**src/rtl/pc_gen_unit.sv**
```systemverilog
// Program-counter generator for IF: sequential/jump/branch/exception select with stall-time redirect buffering.
// Optional build macro ALIGN_CHECK_EN: misaligned br/jmp targets trap to EXC_VEC and pulse misalign_o.
module pc_gen_unit #(
    parameter int              PC_W      = 32,
    parameter logic [PC_W-1:0] RESET_VEC = '0,
    parameter logic [PC_W-1:0] EXC_VEC   = PC_W'(32'h0000_0080),
    parameter int              INC       = 4
) (
    input  logic            clk,
    input  logic            rst_n,
    input  logic            stall_i,
    input  logic            jmp_valid_i,
    input  logic [PC_W-1:0] jmp_target_i,
    input  logic            br_valid_i,
    input  logic [PC_W-1:0] br_target_i,
    input  logic            exc_valid_i,
    output logic [PC_W-1:0] pc_o,
    output logic            fetch_valid_o,
    output logic            flush_o,
    output logic            pend_o,
    output logic            misalign_o
);

    localparam logic [1:0] S_BOOT = 2'd0;
    localparam logic [1:0] S_RUN  = 2'd1;
    localparam logic [1:0] S_HOLD = 2'd2;

    // Redirect priority levels; larger wins, zero means no redirect.
    localparam logic [1:0] LVL_NONE = 2'd0;
    localparam logic [1:0] LVL_JMP  = 2'd1;
    localparam logic [1:0] LVL_BR   = 2'd2;
    localparam logic [1:0] LVL_EXC  = 2'd3;

    localparam logic [PC_W-1:0] INC_V = PC_W'(INC);

    logic [1:0]      state_q, state_d;
    logic [PC_W-1:0] pc_q, pc_d;
    logic            fetch_valid_q, fetch_valid_d;
    logic            flush_q, flush_d;
    logic            misalign_q, misalign_d;
    logic [PC_W-1:0] pend_tgt_q, pend_tgt_d;
    logic [1:0]      pend_lvl_q, pend_lvl_d;
    logic            pend_mis_q, pend_mis_d;

    logic [1:0]      raw_lvl;
    logic [PC_W-1:0] raw_tgt;
    logic            live_valid;
    logic            live_mis;
    logic [1:0]      live_lvl;
    logic [PC_W-1:0] live_tgt;
    logic            live_wins;

    always_comb begin
        raw_lvl = LVL_NONE;
        raw_tgt = jmp_target_i;
        if (exc_valid_i) begin
            raw_lvl = LVL_EXC;
            raw_tgt = EXC_VEC;
        end else if (br_valid_i) begin
            raw_lvl = LVL_BR;
            raw_tgt = br_target_i;
        end else if (jmp_valid_i) begin
            raw_lvl = LVL_JMP;
        end
    end

    assign live_valid = (raw_lvl != LVL_NONE);

`ifdef ALIGN_CHECK_EN
    assign live_mis = (raw_lvl == LVL_BR || raw_lvl == LVL_JMP) && (raw_tgt[1:0] != 2'b00);
`else
    assign live_mis = 1'b0;
`endif

    // A trapped target is promoted to exception level so later redirects compare against it correctly.
    assign live_lvl  = live_mis ? LVL_EXC : raw_lvl;
    assign live_tgt  = live_mis ? {EXC_VEC[PC_W-1:2], 2'b00} : {raw_tgt[PC_W-1:2], 2'b00};
    assign live_wins = live_valid && (live_lvl >= pend_lvl_q);

    always_comb begin
        state_d       = state_q;
        pc_d          = pc_q;
        fetch_valid_d = fetch_valid_q;
        flush_d       = 1'b0;
        misalign_d    = 1'b0;
        pend_tgt_d    = pend_tgt_q;
        pend_lvl_d    = pend_lvl_q;
        pend_mis_d    = pend_mis_q;
        case (state_q)
            S_BOOT: begin
                state_d       = S_RUN;
                fetch_valid_d = 1'b1;
            end
            S_RUN: begin
                if (!stall_i) begin
                    if (live_valid) begin
                        pc_d       = live_tgt;
                        flush_d    = 1'b1;
                        misalign_d = live_mis;
                    end else begin
                        pc_d = pc_q + INC_V;
                    end
                end else if (live_valid) begin
                    pend_tgt_d = live_tgt;
                    pend_lvl_d = live_lvl;
                    pend_mis_d = live_mis;
                    state_d    = S_HOLD;
                end
            end
            S_HOLD: begin
                if (stall_i) begin
                    if (live_wins) begin
                        pend_tgt_d = live_tgt;
                        pend_lvl_d = live_lvl;
                        pend_mis_d = live_mis;
                    end
                end else begin
                    pc_d       = live_wins ? live_tgt : pend_tgt_q;
                    misalign_d = live_wins ? live_mis : pend_mis_q;
                    flush_d    = 1'b1;
                    pend_lvl_d = LVL_NONE;
                    pend_mis_d = 1'b0;
                    state_d    = S_RUN;
                end
            end
            default: state_d = S_BOOT;
        endcase
    end

    always_ff @(posedge clk or negedge rst_n) begin
        if (!rst_n) begin
            state_q       <= S_BOOT;
            pc_q          <= RESET_VEC;
            fetch_valid_q <= 1'b0;
            flush_q       <= 1'b0;
            misalign_q    <= 1'b0;
            pend_tgt_q    <= '0;
            pend_lvl_q    <= LVL_NONE;
            pend_mis_q    <= 1'b0;
        end else begin
            state_q       <= state_d;
            pc_q          <= pc_d;
            fetch_valid_q <= fetch_valid_d;
            flush_q       <= flush_d;
            misalign_q    <= misalign_d;
            pend_tgt_q    <= pend_tgt_d;
            pend_lvl_q    <= pend_lvl_d;
            pend_mis_q    <= pend_mis_d;
        end
    end

    assign pc_o          = pc_q;
    assign fetch_valid_o = fetch_valid_q;
    assign flush_o       = flush_q;
    assign pend_o        = (state_q == S_HOLD);
    assign misalign_o    = misalign_q;

endmodule
```
**config.mk**
```make
export PLATFORM = sky130hd
export DESIGN_NAME = pc_gen_unit
export DESIGN_NICKNAME = d
export VERILOG_FILES = /design/src/rtl/pc_gen_unit.sv
export SDC_FILE = /design/constraint.sdc
export NUM_CORES = 1
export LEC_CHECK = 0
export CORE_MARGIN = 10
export CORE_UTILIZATION = 55
export DETAILED_ROUTE_END_ITERATION = 12
export HOLD_SLACK_MARGIN = 0.1
export PLACE_DENSITY = 0.86
export SYNTH_ARGS = -nofsm -noshare
export SYNTH_HDL_FRONTEND = slang
export SYNTH_SLANG_ARGS = --single-unit
```
**constraint.sdc**
```tcl
create_clock -name clk -period 4 [get_ports clk]
set_input_delay 0.4 -clock clk [delete_from_list [all_inputs] [get_ports clk]]
set_output_delay 0.4 -clock clk [all_outputs]
set_load 0.05 [all_outputs]
```
-- Word-level counts from Yosys, hierarchy flattened
Index checks and enable logic that the tools add are counted.
- bits in registers: 72
- input bits: 70
- output and inout bits: 36
- $lt $le $gt $ge: 1
- mux-type cells: 34
- add/sub/neg operators: 1
- reduce and logical (&&, ||, !) cells: 9
- equality and inequality tests: 8
- operators with widths (cell ; number):
    32-bit 2-to-1 mux ; 9
    32-bit one-hot mux with 2 select lines ; 2
    32-bit by 3-bit adder with 32-bit output (second input constant) ; 1
    2-bit 2-to-1 mux ; 9
    1-bit 2-to-1 mux ; 10
    2-bit inequality test (second input constant) ; 5
    3-bit AND reduction ; 3
    4-bit AND reduction ; 2
    2-bit one-hot mux with 3 select lines ; 1
    1-bit one-hot mux with 2 select lines ; 2
    2-bit one-hot mux with 2 select lines ; 1
    2-bit nonzero test ; 2
    3-bit by 2-bit inequality test with 1-bit output (second input constant) ; 1
    2-bit by 1-bit equality test with 1-bit output (second input constant) ; 1
    2-bit equality test (second input constant) ; 1
    2-bit greater-or-equal comparator ; 1
    2-bit zero test ; 1
    1-bit logical AND ; 1

-- Depth between registers and ports, before layout
Gate-level depths: netlist (run 1).
- depth after elaboration: 8
- gate-level depth with buffers: 13
- gate-level depth less buffers: 8

-- Worst setup path before layout (run 1)
Ideal clock, no wire load.
- path kind: input to register
- from: in exc_valid_i
- to: reg pc_q[19] (netlist: pc_o[19])
- cell stages on the path: 11
- arrival time: 2541 ps
- buffers on the path: 3
- setup slack: 1333 ps
- cells stage by stage: clkbuf_1 clkbuf_1 nor2_1 inv_1 ha_1 and4bb_4 or3_1 buf_2 and3_1 a31o_1 o32a_1
- cells in the longest elaborated chain, start to end: 6
- elaborated cells on any way between the ends: 10
- classes of those cells: order compare: 1; mux: 7; reduce/logical: 2
- RTL lines (element ; line ; text):
    start, declared ; 16 ; input logic exc_valid_i,
    2-bit 2-to-1 mux ; 56 ; if (exc_valid_i) begin
    2-bit greater-or-equal comparator / 2-bit nonzero test (equally long branches) ; 78, 67 ;
    1-bit logical AND ; 78 ; assign live_wins = live_valid && (live_lvl >= pend_lvl_q);
    32-bit 2-to-1 mux ; -- ;
    32-bit 2-to-1 mux ; 111 ; if (stall_i) begin
    32-bit one-hot mux with 2 select lines (*) ; 89 ; case (state_q)
    end signal, assigned ; 142 ; pc_q <= pc_d;
    end, declared ; 37 ; logic [PC_W-1:0] pc_q, pc_d;
Every way passes the cells marked *; elsewhere a longest branch is shown, timed or not. The select of a mux whose other input is x is not followed.
A chain may end at the register's enable or synchronous reset.

-- Worst setup path after layout (run 1)
- from: in exc_valid_i
- to: reg pc_q[21] (netlist: pc_o[21])
Same word-level chain as after synthesis.

==> run_summary.xml, run 1 <==
<?xml version="1.0" encoding="UTF-8"?>
<metrics>
  <group name="route">
    <metric name="final_antenna_net_count" unit="">0</metric>
    <metric name="dr_total_vias" unit="">4876</metric>
    <metric name="detailedRoute.firstPassIterationCount" unit="">5</metric>
    <metric name="drc_errors" unit="">0</metric>
    <metric name="detailedRoute.firstIterationViolations" unit="">496</metric>
    <metric name="detail_route.wl_per_cell" unit="um">20.7</metric>
    <metric name="finalWirelength" unit="um">15100</metric>
    <metric name="drt-vias-per-instance" unit="">6.70</metric>
  </group>
  <group name="critical_path">
    <metric name="worstPathMaxFanout" unit="">39</metric>
    <metric name="criticalPathCategory" unit="">input pin to flop</metric>
    <metric name="capturing_element_type_of_the_critical_path" unit="">flop</metric>
    <metric name="crit_required" unit="ps">4220</metric>
    <metric name="worst_path_arrival_time" unit="ps">2880</metric>
    <metric name="critical_path.startpoint_type" unit="">input pin</metric>
  </group>
  <group name="synth">
    <metric name="yosysUniqueCellTypes" unit="">61</metric>
    <metric name="post_synth_most_frequent_cells" unit="">sky130_fd_sc_hd__dfrtp_1, sky130_fd_sc_hd__nor2_1, sky130_fd_sc_hd__nand3_1, sky130_fd_sc_hd__nand2_1, sky130_fd_sc_hd__mux2i_1</metric>
    <metric name="async_flop_share" unit="">1.00</metric>
    <metric name="synth_area_leader_cell" unit="">sky130_fd_sc_hd__dfrtp_1</metric>
    <metric name="synth_edf_count" unit="">0</metric>
    <metric name="yosysWarnings" unit="">0</metric>
    <metric name="synth_largest_type_area_fraction" unit="">0.379</metric>
    <metric name="post_synth.cell_area_avg" unit="um2">8.85</metric>
    <metric name="synth_cell_area" unit="um2">4750</metric>
    <metric name="yosysMostFrequentCell" unit="">sky130_fd_sc_hd__dfrtp_1</metric>
    <metric name="synth_top_cells_by_area" unit="">sky130_fd_sc_hd__dfrtp_1, sky130_fd_sc_hd__mux2_2, sky130_fd_sc_hd__mux2i_1</metric>
    <metric name="synthesis.instances" unit="">537</metric>
    <metric name="yosys_most_used_dff" unit="">sky130_fd_sc_hd__dfrtp_1</metric>
    <metric name="synth.ff_latch_count" unit="">72</metric>
    <metric name="seq_area_frac_synth" unit="">0.379</metric>
    <metric name="post_synthesis_net_count" unit="">612</metric>
  </group>
  <group name="clocking">
    <metric name="post_cts.resized_instances" unit="">0</metric>
    <metric name="cts_tree" unit="">done</metric>
    <metric name="postCtsSetupBuffers" unit="">0</metric>
    <metric name="ctsHoldBuffers" unit="">1</metric>
    <metric name="clock_sink_count" unit="">72</metric>
    <metric name="cts-buffers-inserted" unit="">9</metric>
    <metric name="clock_path_buffers" unit="">2</metric>
    <metric name="count_of_h_tree_levels_built_during_cts" unit="">3</metric>
    <metric name="cts.reportedPaths.clkPinSlew" unit="ps">70</metric>
    <metric name="worst_skew_late_latency" unit="ps">360</metric>
    <metric name="clk_root_buffer_cell" unit="">sky130_fd_sc_hd__clkbuf_8</metric>
  </group>
  <group name="timing">
    <metric name="period_needed" unit="ps">2660</metric>
    <metric name="timing.final.setup_violations" unit="">0</metric>
    <metric name="layout_worst_path_cycle_share" unit="">0.666</metric>
    <metric name="worst-slew-pin-transition" unit="ps">1150</metric>
    <metric name="tns" unit="ps">0</metric>
    <metric name="grt_setup_unrepaired" unit="">false</metric>
    <metric name="hold_viol" unit="">0</metric>
    <metric name="fmax" unit="MHz">376</metric>
    <metric name="clock_skew" unit="ps">12.7</metric>
    <metric name="timing.max_slew.rel_slack" unit="">0.226</metric>
    <metric name="maxSlewViolCount" unit="">0</metric>
    <metric name="finalHoldWorstSlack" unit="ps">375</metric>
  </group>
  <group name="floorplanning">
    <metric name="horiz_die_dim" unit="um">113</metric>
    <metric name="initial_utilization" unit="">0.573</metric>
    <metric name="design.core.area" unit="um2">8300</metric>
    <metric name="fp.dieH" unit="um">113</metric>
    <metric name="fp.dieArea" unit="um2">12800</metric>
    <metric name="ios" unit="">106</metric>
    <metric name="core.rowCount" unit="">33</metric>
  </group>
  <group name="global_routing">
    <metric name="grt_first_pass_wirelength" unit="um">24200</metric>
    <metric name="grt_util_all_layers" unit="">0.229</metric>
    <metric name="globalRouteOverflowTotal" unit="">0</metric>
    <metric name="grt_pass1_vias" unit="">4745</metric>
    <metric name="grt_antenna_before_repair" unit="">0</metric>
    <metric name="pin_count_of_the_biggest_net_entering_global_routing" unit="">50</metric>
  </group>
  <group name="finish">
    <metric name="final_net_count" unit="">693</metric>
    <metric name="antenna_cells_inserted" unit="">0</metric>
    <metric name="area_delta_synth_final" unit="%">26.6</metric>
    <metric name="layout-drive-gt1-share" unit="">0.108</metric>
    <metric name="layout.filler_cells" unit="">625</metric>
  </group>
  <group name="flow_run">
    <metric name="drv_cap" unit="">0</metric>
  </group>
  <group name="power_and_ir_drop">
    <metric name="cellPowerDensity" unit="nW/um2">707</metric>
    <metric name="leakage" unit="nW">2.51</metric>
    <metric name="ir_worst_vdd" unit="mV">0.539</metric>
  </group>
  <group name="place">
    <metric name="place.gp.congestion" unit="">0.905</metric>
    <metric name="placement.io_buffers" unit="">101</metric>
    <metric name="hpwlAfterDp" unit="um">10200</metric>
  </group>
  <group name="worst_hold_path">
    <metric name="min-delay-path-class" unit="">input pin to flop</metric>
  </group>
  <group name="run_status">
    <metric name="status" unit="">finished clean</metric>
  </group>
</metrics>
==> critical path, cell delays in order <==
cell and delay (ps):
sky130_fd_sc_hd__clkdlybuf4s50_1 470, sky130_fd_sc_hd__buf_4 400, sky130_fd_sc_hd__and4bb_4 290, sky130_fd_sc_hd__or3_1 500, sky130_fd_sc_hd__buf_4 290, sky130_fd_sc_hd__and3_1 240
sky130_fd_sc_hd__o31ai_1 190, sky130_fd_sc_hd__a32oi_1 80
==> sequential cells by signal (all words and copies together), names as in the netlist <==
| signal | flops |
|---|---|
| pend_mis_q | 1 |
| state_q | 2 |
| pend_tgt_q | 32 |
| misalign_o | 1 |
| fetch_valid_o | 1 |
| pc_o | 32 |
| pend_lvl_q | 2 |
| flush_o | 1 |
==> placed cells by master, fill, tap and decap left out, types with 6 or more instances in the layout <==
cell / n
sky130_fd_sc_hd__a21oi_1: 17
sky130_fd_sc_hd__a22o_1: 6
sky130_fd_sc_hd__a311oi_1: 7
sky130_fd_sc_hd__a31oi_1: 17
sky130_fd_sc_hd__and2_1: 7
sky130_fd_sc_hd__and3_1: 15
sky130_fd_sc_hd__buf_4: 12
sky130_fd_sc_hd__clkbuf_8: 11
sky130_fd_sc_hd__clkdlybuf4s50_1: 99
sky130_fd_sc_hd__dfrtp_1: 72
sky130_fd_sc_hd__inv_1: 9
sky130_fd_sc_hd__mux2_2: 27
sky130_fd_sc_hd__mux2i_1: 30
sky130_fd_sc_hd__nand2_1: 37
sky130_fd_sc_hd__nand3_1: 51
sky130_fd_sc_hd__nor2_1: 62
sky130_fd_sc_hd__nor3_1: 10
sky130_fd_sc_hd__o21ai_0: 20
sky130_fd_sc_hd__o22a_1: 9
==> power breakdown <==
part	switching (mW)	internal (mW)	total (mW)
Combinational	1.44	0.896	2.33
Clock	0.285	0.322	0.607
Sequential	0.299	1.02	1.32
==> area by class of cell <==
cell class / instances / area, um2 / share of cell area
clock buffers: 12 / 155 / 0.0258
clock inverters: 4 / 52.6 / 0.00873
inverters: 9 / 33.8 / 0.00561
multi-input cells: 412 / 2740 / 0.456
flip-flops and latches: 72 / 1800 / 0.299
well taps: 105 / 131 / 0.0218
repair buffers: 114 / 1100 / 0.183
==> path summary, 6_finish.rpt <==
kind	end	depth (start not counted)	slack [ps]	startpoint
min in group asynchronous	pend_tgt_q[1]	2	550	rst_n
worst min-delay path	pend_lvl_q[1]	3	380	br_valid_i
worst min register to register	pend_lvl_q[1]	2	480	pend_lvl_q[1]
worst max register to register	pc_o[10]	8	1370	state_q[0]
max in group asynchronous	pc_o[26]	3	2390	rst_n
worst max-delay path	pc_o[21]	8	1340	exc_valid_i
==> cells by family (layout without fill, tap and decap cells) <==
family          Yosys count  in the layout  synth area share
compound gates          130            130             0.198
xor+xnor                  4              4           0.00737
fa+ha+maj                 5              5            0.0132
buf+inv                  53            139            0.0468
flops                    72             72             0.379
mux                      60             60             0.134
simple gates            213            213             0.221
==> layer usage <==
metal / part of all wire / vias up / track usage / wire length (um)
li1: - / 2168 / - / -
met1: 0.39 / 2384 / 0.284 / 5950
met2: 0.49 / 285 / 0.382 / 7460
met3: 0.090 / 39 / 0.0518 / 1360
met4: 0.020 / 0 / 0.0770 / 306
met5: 0 / - / 0 / 0
==> through the flow <==
step           std cells  utilization  worst slack (ps)  power, mW  cell area, um2
3_5_place_dp         711        0.699               980       3.61            5800
3_3_place_gp         711        0.699              1050       3.54            5800
5_1_grt              728        0.725              1160       4.48            6020
4_1_cts              728        0.725              1350       4.23            6020
6_report             728        0.725              1340       4.26            6020
2_1_floorplan        537            -              1330       2.86            4750
No activity file was read; power rests on OpenSTA's default activity.
==> inputs of run 2 (changes only) <==
--- a/config.mk
+++ b/config.mk
@@ -6,10 +6,10 @@
 export NUM_CORES = 1
 export LEC_CHECK = 0
 export CORE_MARGIN = 10
-export CORE_UTILIZATION = 55
+export CORE_UTILIZATION = 51
 export DETAILED_ROUTE_END_ITERATION = 12
 export HOLD_SLACK_MARGIN = 0.1
-export PLACE_DENSITY = 0.86
+export PLACE_DENSITY = 0.81
 export SYNTH_ARGS = -nofsm -noshare
 export SYNTH_HDL_FRONTEND = slang
 export SYNTH_SLANG_ARGS = --single-unit
==> constraint.sdc (replaced) <==
create_clock -name clk -period 2.66 [get_ports clk]
set_input_delay 0.266 -clock clk [delete_from_list [all_inputs] [get_ports clk]]
set_output_delay 0.266 -clock clk [all_outputs]
set_load 0.05 [all_outputs]
==> run 2 against run 1 <==
  * Worst hold slack worse by 130 ps
  * Via count shrank 0.68%
  * Final cell count is 2.6% higher
  * Power up 54%
  * Register-to-register slack worse by 1000 ps
  * First-iteration DRC count is 23% lower
  * Die area rose by 6.4%
  * Flip-flop and latch count unchanged
  * Cell area increased by 2.2%
  * Non-clock buffer count grew 13
  * Critical path depth is 1 higher
  * Sequential share of layout area fell by 0.65 points
  * Critical path type unchanged
  * Critical endpoint is now pc_o[19]
  * Largest cell class unchanged
==> run_summary.xml, run 2 (synthesized netlist as in run 1, its figures left out) <==
<?xml version="1.0" encoding="UTF-8"?>
<metrics>
  <group name="global_routing">
    <metric name="globalRouteOverflowTotal" unit="">0</metric>
    <metric name="grt_pass1_vias" unit="">4897</metric>
    <metric name="grt_first_pass_wirelength" unit="um">24700</metric>
    <metric name="grt_util_all_layers" unit="">0.228</metric>
    <metric name="grt_antenna_before_repair" unit="">0</metric>
    <metric name="pin_count_of_the_biggest_net_entering_global_routing" unit="">46</metric>
  </group>
  <group name="power_and_ir_drop">
    <metric name="total_switching_power" unit="mW">3.08</metric>
    <metric name="leakage" unit="nW">2.59</metric>
    <metric name="ir_worst_vdd" unit="mV">0.658</metric>
    <metric name="finalPower" unit="mW">6.56</metric>
    <metric name="switching_share" unit="">0.469</metric>
    <metric name="power.clock.fraction" unit="">0.138</metric>
    <metric name="sequentialPowerShare" unit="">0.304</metric>
    <metric name="p_int" unit="mW">3.48</metric>
    <metric name="cellPowerDensity" unit="nW/um2">1070</metric>
    <metric name="combinationalPowerShare" unit="">0.558</metric>
  </group>
  <group name="timing">
    <metric name="tns" unit="ps">0</metric>
    <metric name="layout_worst_path_cycle_share" unit="">0.871</metric>
    <metric name="maxSlewViolCount" unit="">0</metric>
    <metric name="timing.max_slew.rel_slack" unit="">0.380</metric>
    <metric name="worst-slew-pin-transition" unit="ps">929</metric>
    <metric name="grt_setup_unrepaired" unit="">false</metric>
    <metric name="period_needed" unit="ps">2320</metric>
    <metric name="hold_viol" unit="">0</metric>
    <metric name="timing.final.setup_violations" unit="">0</metric>
    <metric name="clock_skew" unit="ps">8.35</metric>
    <metric name="finalHoldWorstSlack" unit="ps">242</metric>
    <metric name="fmax" unit="MHz">431</metric>
  </group>
  <group name="route">
    <metric name="drt-vias-per-instance" unit="">6.48</metric>
    <metric name="detailedRoute.firstIterationViolations" unit="">380</metric>
    <metric name="met2RoutedLength" unit="um">7750</metric>
    <metric name="dr_total_vias" unit="">4843</metric>
    <metric name="drt-met1-wl" unit="um">6140</metric>
    <metric name="drc_errors" unit="">0</metric>
    <metric name="finalWirelength" unit="um">15500</metric>
    <metric name="detailroute.wirelength.met3" unit="um">1250</metric>
    <metric name="final_antenna_net_count" unit="">0</metric>
    <metric name="top_layer_used" unit="">met4</metric>
    <metric name="detailedRoute.firstPassIterationCount" unit="">5</metric>
    <metric name="detail_route.wl_per_cell" unit="um">20.8</metric>
  </group>
  <group name="floorplanning">
    <metric name="core.rowCount" unit="">35</metric>
    <metric name="design.core.area" unit="um2">9150</metric>
    <metric name="fp.dieArea" unit="um2">13600</metric>
    <metric name="initial_utilization" unit="">0.519</metric>
    <metric name="fp.dieH" unit="um">117</metric>
    <metric name="ios" unit="">106</metric>
    <metric name="horiz_die_dim" unit="um">117</metric>
  </group>
  <group name="clocking">
    <metric name="clock_path_buffers" unit="">2</metric>
    <metric name="postCtsSetupBuffers" unit="">0</metric>
    <metric name="clock_sink_count" unit="">72</metric>
    <metric name="worst_skew_late_latency" unit="ps">350</metric>
    <metric name="cts-buffers-inserted" unit="">9</metric>
    <metric name="cts.reportedPaths.clkPinSlew" unit="ps">80</metric>
    <metric name="count_of_h_tree_levels_built_during_cts" unit="">3</metric>
    <metric name="clk_root_buffer_cell" unit="">sky130_fd_sc_hd__clkbuf_8</metric>
    <metric name="cts_tree" unit="">done</metric>
  </group>
  <group name="finish">
    <metric name="final_net_count" unit="">706</metric>
    <metric name="final_cells" unit="">747</metric>
    <metric name="utilization" unit="">0.672</metric>
    <metric name="multi_input_comb_area" unit="um2">2740</metric>
    <metric name="layout-drive-gt1-share" unit="">0.124</metric>
    <metric name="most_frequent_standard_cell_in_the_layout_excluding_fill_and_tap_cells" unit="">sky130_fd_sc_hd__clkdlybuf4s50_1</metric>
    <metric name="footprint_of_the_flip_flops_and_latches" unit="um2">1800</metric>
    <metric name="layout.filler_cells" unit="">737</metric>
    <metric name="antenna_cells_inserted" unit="">0</metric>
    <metric name="final_cell_mix" unit="">sky130_fd_sc_hd__clkdlybuf4s50_1, sky130_fd_sc_hd__dfrtp_1, sky130_fd_sc_hd__nor2_1</metric>
    <metric name="area_delta_synth_final" unit="%">29.4</metric>
  </group>
  <group name="critical_path">
    <metric name="worst_path_arrival_time" unit="ps">2550</metric>
    <metric name="crit_required" unit="ps">2900</metric>
    <metric name="critical-path-slowest-cell" unit="">sky130_fd_sc_hd__clkdlybuf4s50_1</metric>
    <metric name="regToRegStartpoint" unit="">pc_o[2]</metric>
    <metric name="worstPathMaxFanout" unit="">6</metric>
    <metric name="criticalPathCategory" unit="">input pin to flop</metric>
    <metric name="critical_path.startpoint_type" unit="">input pin</metric>
    <metric name="worst_path_largest_cell_delay" unit="ps">530</metric>
    <metric name="crit_chain" unit="">clkdlybuf4s50_1, nor2_1, inv_1, ha_1, and4bb_4, or3_1, and3_1, a31o_1, o32a_1</metric>
    <metric name="setup.worst_path.start" unit="">exc_valid_i</metric>
    <metric name="capturing_element_type_of_the_critical_path" unit="">flop</metric>
  </group>
  <group name="worst_hold_path">
    <metric name="min-delay-path-class" unit="">input pin to flop</metric>
    <metric name="hold_path_startpoint" unit="">br_valid_i</metric>
  </group>
  <group name="run_status">
    <metric name="status" unit="">finished clean</metric>
  </group>
  <group name="flow_run">
    <metric name="drv_cap" unit="">0</metric>
  </group>
  <group name="place">
    <metric name="place.gp.congestion" unit="">0.927</metric>
    <metric name="number_of_placed_instances_with_taps_included" unit="">730</metric>
    <metric name="placement.io_buffers" unit="">101</metric>
    <metric name="hpwlAfterDp" unit="um">11300</metric>
  </group>
</metrics>
[run 2: cell count changes in the layout (fill, tap and decap cells not counted), sizes merged]
cell,before,now
clkinvlp,3,0
buf,14,27
clkbuf,12,13
clkinv,0,2
[run 2: per-layer routing]
| metal | track usage | up-vias |
|---|---|---|
| met5 | 0 | - |
| met4 | 0.108 | 0 |
| met3 | 0.0447 | 41 |
| met2 | 0.380 | 240 |
| met1 | 0.278 | 2362 |
| li1 | - | 2200 |
[run 2: layout make-up]
cell class                 instances  area share
clock buffer                      13      0.0258
inverter                           9     0.00549
tap                              111      0.0226
timing repair buffer             127       0.201
multi-input combinational        412       0.446
clock inverter                     3     0.00651
sequential                        72       0.293
[run 2: worst paths after layout]
path                            slack, ps        endpoint  cells after the start
worst min-delay path                  240   pend_lvl_q[1]                      3
worst min register to register        470   fetch_valid_o                      1
worst max-delay path                  340        pc_o[19]                      9
min in group asynchronous             500   pend_tgt_q[7]                      2
max in group asynchronous            1360  pend_tgt_q[12]                      3
worst max register to register        340        pc_o[28]                      6
[run 2: power by group through the flow]
stage	clock network, mW	registers [mW]	logic, mW
6_report	0.906	1.99	3.66
5_1_grt	0.956	2.04	3.90
4_1_cts	0.908	1.97	3.66
3_5_place_dp	0	1.98	3.65
3_3_place_gp	0	1.96	3.54
2_1_floorplan	0	2.60	1.71
[run 2: per-stage QoR]
stage	area, um2	setup WS, ps
finish	6150	342
global route	6150	188
CTS	6150	356
detailed placement	5940	-13.8
global placement	5940	67.4
floorplan	4750	127
[run 2: worst max-delay path, delay by kind of cell]
kind	cells	cell delay (ps)
buffers and inverters	2	590
adder cells (fa/ha/maj)	1	150
AO/OA/AOI/OAI	2	540
AND/OR/NAND/NOR	4	1010
[run 2: repair_timing]
item,CTS,global route
hold buffers,1,0
hold endpoints to repair,27,0
resized for setup,0,0
==> inputs of run 3 (changes only) <==
--- a/config.mk
+++ b/config.mk
@@ -5,6 +5,7 @@
 export SDC_FILE = /design/constraint.sdc
 export NUM_CORES = 1
 export LEC_CHECK = 0
+export ABC_AREA = 0
 export CORE_MARGIN = 10
 export CORE_UTILIZATION = 51
 export DETAILED_ROUTE_END_ITERATION = 12
==> results of run 3 <==
The final DEF is identical to that of run 2; final timing and power are the same.
